## src/rtl/float_type_classifier_if.sv

```systemverilog
// float_type_classifier_if: operand in, classified result out.
// master drives the operand side; slave is the classifier.
interface float_type_classifier_if;
    logic        in_valid;
    logic [31:0] num;
    logic        out_valid;
    logic [4:0]  float_type;
    logic        sign;
    logic        is_snan;
    logic        is_qnan;

    modport master (
        output in_valid, num,
        input  out_valid, float_type, sign, is_snan, is_qnan
    );

    modport slave (
        input  in_valid, num,
        output out_valid, float_type, sign, is_snan, is_qnan
    );
endinterface

```

## src/rtl/float_type_classifier.sv

```systemverilog
// float_type_classifier: binary32 class decode, one register stage.
// One-hot class {nan, inf, sub, normal, zero} plus sign and NaN kind.
module float_type_classifier (
    input logic                    clk,
    input logic                    rst_n,
    float_type_classifier_if.slave bus
);
    localparam logic [4:0] ZERO = 5'b00001;
    localparam logic [4:0] NORM = 5'b00010;
    localparam logic [4:0] SUBN = 5'b00100;
    localparam logic [4:0] INF  = 5'b01000;
    localparam logic [4:0] NAN  = 5'b10000;

    logic [7:0]  e;
    logic [22:0] f;
    logic        exp_zero;
    logic        exp_ones;
    logic        frac_zero;
    logic [4:0]  type_d;
    logic        snan_d;
    logic        qnan_d;

    assign e         = bus.num[30:23];
    assign f         = bus.num[22:0];
    assign exp_zero  = (e == 8'h00);
    assign exp_ones  = (e == 8'hFF);
    assign frac_zero = (f == 23'd0);

    // Combinational class and NaN-kind decode of the incoming operand
    always_comb begin
        type_d = NORM;
        snan_d = 1'b0;
        qnan_d = 1'b0;
        unique case (1'b1)
            exp_zero && frac_zero:  type_d = ZERO;
            exp_zero && !frac_zero: type_d = SUBN;
            exp_ones && frac_zero:  type_d = INF;
            exp_ones && !frac_zero: begin
                type_d = NAN;
                qnan_d = f[22];
                snan_d = ~f[22];
            end
            default:                type_d = NORM;
        endcase
    end

    // Result register: valid follows in_valid, payload loads only on valid
    always_ff @(posedge clk or negedge rst_n) begin
        if (!rst_n) begin
            bus.out_valid  <= 1'b0;
            bus.float_type <= 5'b00000;
            bus.sign       <= 1'b0;
            bus.is_snan    <= 1'b0;
            bus.is_qnan    <= 1'b0;
        end else begin
            bus.out_valid <= bus.in_valid;
            if (bus.in_valid) begin
                bus.float_type <= type_d;
                bus.sign       <= bus.num[31];
                bus.is_snan    <= snan_d;
                bus.is_qnan    <= qnan_d;
            end
        end
    end
endmodule

```

## src/flat_wrapper.sv

```systemverilog
// flat-port wrapper written by rule: the top's interface ports become plain ports
module float_type_classifier_flat 
  (clk, rst_n, bus_in_valid, bus_num, bus_out_valid, bus_float_type, bus_sign, bus_is_snan, bus_is_qnan);
  float_type_classifier_if bus_i ();
  input logic clk;
  input logic rst_n;
  input wire logic [$bits(bus_i.in_valid)-1:0] bus_in_valid;
  input wire logic [$bits(bus_i.num)-1:0] bus_num;
  output wire logic [$bits(bus_i.out_valid)-1:0] bus_out_valid;
  output wire logic [$bits(bus_i.float_type)-1:0] bus_float_type;
  output wire logic [$bits(bus_i.sign)-1:0] bus_sign;
  output wire logic [$bits(bus_i.is_snan)-1:0] bus_is_snan;
  output wire logic [$bits(bus_i.is_qnan)-1:0] bus_is_qnan;
  assign bus_i.in_valid = bus_in_valid;
  assign bus_i.num = bus_num;
  assign bus_out_valid = bus_i.out_valid;
  assign bus_float_type = bus_i.float_type;
  assign bus_sign = bus_i.sign;
  assign bus_is_snan = bus_i.is_snan;
  assign bus_is_qnan = bus_i.is_qnan;
  float_type_classifier u_core (.clk(clk), .rst_n(rst_n), .bus(bus_i));
endmodule
```

## config.mk

```make
export PLATFORM = sky130hd
export DESIGN_NAME = float_type_classifier_flat
export DESIGN_NICKNAME = d
export VERILOG_FILES = /design/src/rtl/float_type_classifier_if.sv /design/src/rtl/float_type_classifier.sv /design/src/flat_wrapper.sv
export SDC_FILE = /design/constraint.sdc
export NUM_CORES = 1
export LEC_CHECK = 0
export ABC_CLOCK_PERIOD_IN_PS = 800
export BUFFER_PORTS_ARGS = -buffer_cell sky130_fd_sc_hd__buf_2
export CAP_MARGIN = 5
export CORE_UTILIZATION = 31
export CTS_CLUSTER_DIAMETER = 100
export DETAILED_ROUTE_END_ITERATION = 7
export GPL_ROUTABILITY_DRIVEN = 0
export HOLD_SLACK_MARGIN = 0.12
export PLACE_DENSITY = 0.8
export RECOVER_POWER = 25
export SETUP_SLACK_MARGIN = 0.05
export SKIP_LAST_GASP = 1
export SLEW_MARGIN = 25
export SYNTH_ARGS = -nofsm -noshare
export SYNTH_HDL_FRONTEND = slang
export SYNTH_SLANG_ARGS = --single-unit
```

## constraint.sdc

```tcl
create_clock -name clk -period 0.8 [get_ports clk]
set_input_delay 0.16 -clock clk [delete_from_list [all_inputs] [get_ports clk]]
set_output_delay 0.16 -clock clk [all_outputs]
set_load 0.005 [all_outputs]
```

==> run metrics <==
die height between 40 and 50 um; Hold Fails Final Rpt 0; clk slew on worst S/H paths around 0.060 ns; Critical Path, Cell by Cell buf_2; Syn Inst Count 42; CP endpoint kind output pin; WP data arrival between 0.7 and 0.8 ns; Routed Wire Length 1.414 mm; num ports 44; DR vias between 500 and 600; CP Buf/Inv Count 1; YS warnings 0; Vias/cell approximately 5; Lkg Pwr 0.4363 nW; status finished with violations; WL per Instance 12.30 um; CTS tree done; share of layout cells above drive strength 1 0.7100; I/O Buffers 43; minimum clock period between 0.9 and 1 ns; layout net count between 100 and 150; hold path depth 2; total stage count of the critical path 1; Skew-Pair Late Insertion Delay 0.25 ns; overall power 1.038 mW; fin cells approximately 120; Layout area overhead 100.5%; DRC Markers 0; worst setup path start u_core.bus.float_type[0]; CP max stage cell dfrtp_1; DRT Pass-1 Iters 2; Pwr per Cell Area between 1000 and 1500 mW/mm^2; HP Start bus_num[31]; reg2reg path depth 4; crit-path max cell delay ~0.38 ns; Sink Count 9; f_max around 1.1 GHz; Layout fillers between 100 and 150; grt ovf 0; crit path launch type flip-flop; CP top delay family flip-flops; CP Class flip-flop to output pin; syn nets 77; Max Clock Skew 0 ns; Yosys top cell area share 0.4775; syn_area_per_cell roughly 11 um^2; design area 945.9 um^2; Inserted Diodes 0; failing checks negative setup slack; final setup margin -0.1281 ns; initial antenna violation count 0; most frequent cells in the layout 35 x buf_2, 10 x buf_4, 9 x dfrtp_1, 8 x buf_6, 6 x inv_1; number of global-route vias before repair approximately 560; Root Buffer clkbuf_4; Critical R2R Launch u_core.bus.float_type[3]; final setup fails 13; Max Cap Viol 0; sequential share of the synthesized area 0.4775; ANT nets after route 0; Peak VDD IR approximately 0.74 mV; top cells by area in the synthesized netlist dfrtp_1 48%, nand4_4 9.0%, nor4_1 8.0%; CTS Buf Count 3; Hold Path Class input port to flip-flop; Die ar. approximately 0.0017 mm^2; largest net degree at the start of global routing 11; # placed instances about 100; 1st-iter DRT viols 4; dpl cell area between 700 and 800 um^2; unrepaired setup endpoints after global routing true; starting density of the core 0.3494; first-pass GRT wire length approximately 2.2 mm; commonest non-fill, non-tap cell in the layout buf_2; htree depth 1; Cell Area, Synth between 400 and 500 um^2; Slew Limit Headroom 0.7015; post-detail-place hpwl roughly 1.1 mm; crit-path max FO 2; Synth cell types 17; final core utilization 0.7006; post-synthesis register bit count 9; GRT Total Usage 0.2043; CTS Buffer Depth 2; die width just over 40 um; Tcrit/Tclk final 1.160; CORE AREA 0.001350 mm^2; actual slew at the worst max-slew pin approximately 0.45 ns; Worst R2R Setup Slack -0.04 ns; leading area contributor after synthesis dfrtp_1; num rows 13; Crit path required time roughly 0.64 ns; fin. max-slew vios 0
==> what timing repair did <==
item | CTS | global route
setup endpoints to repair | 15 | 16
gates resized for setup | 10 | 6
pin swaps | 5 | 1
hold buffers | 1 | 0
cloned | 0 | 0
setup buffers | 4 | 3
hold endpoints to repair | 9 | 0
==> final cells by class <==
type / instances / area [um^2] / share of cell area
clock buffer: 4 / 26.28 / 0.02778
inverter: 7 / 26.28 / 0.02778
multi-input combinational: 25 / 295.3 / 0.3122
sequential: 9 / 225.2 / 0.2381
tap: 15 / 18.77 / 0.01984
timing repair buffer: 55 / 354.1 / 0.3743
==> report_power, final <==
group | switching [mW] | internal (mW)
registers | 0.00294 | 0.464
clock network | 0.151 | 0.192
logic | 0.0991 | 0.129
total | 0.253 | 0.784
==> worst paths after layout <==
kind                                            end
max                               bus_float_type[0]
min                                 u_core.bus.sign
max reg2reg                u_core.bus.float_type[3]
min reg2reg                         u_core.bus.sign
max in group asynchronous        u_core.bus.is_snan
min in group asynchronous      u_core.bus.out_valid
==> registers in the layout, summed over array words and instances, names as in the netlist <==
signal / count
u_core.bus.out_valid: 1
u_core.bus.is_snan: 1
u_core.bus.is_qnan: 1
u_core.bus.sign: 1
u_core.bus.float_type: 5
==> logic make-up after synthesis <==
kind of cell	after synthesis	share of synthesized area
DFF	9	0.4775
and+or+nand+nor	17	0.2838
buffers and inverters	8	0.07958
AOI/OAI and AO/OA	7	0.1353
muxes	1	0.02387
==> Yosys cell counts, drive strengths merged <==
cell	n
mux2	1
nor4	6
nand4	3
o211a	1
nand2	2
o22ai	5
buf	1
or2	1
nor3	2
o32ai	1
nand4b	1
nor2	2
inv	7
dfrtp	9
==> metal layers <==
metal | GRT usage | up-vias | wire length (um)
met5 | 0 | - | 0
met4 | 0.08333 | 0 | 39
met3 | 0.06522 | 4 | 116
met2 | 0.4102 | 31 | 772
met1 | 0.1785 | 255 | 485
li1 | - | 271 | -
==> metrics by stage <==
step | worst slack [ns] | setup TNS, ns | hold slack [ns]
after detailed placement | -0.3222 | -2.004 | 0.01514
after global placement | -0.3041 | -1.794 | 0.01339
after global routing | -0.1643 | -1.774 | 0.1449
final | -0.1281 | -1.186 | 0.1374
after floorplan | -0.1555 | -0.5819 | -0.1356
after CTS | -0.1384 | -1.190 | 0.1298
(Power assumes the default switching activity.)
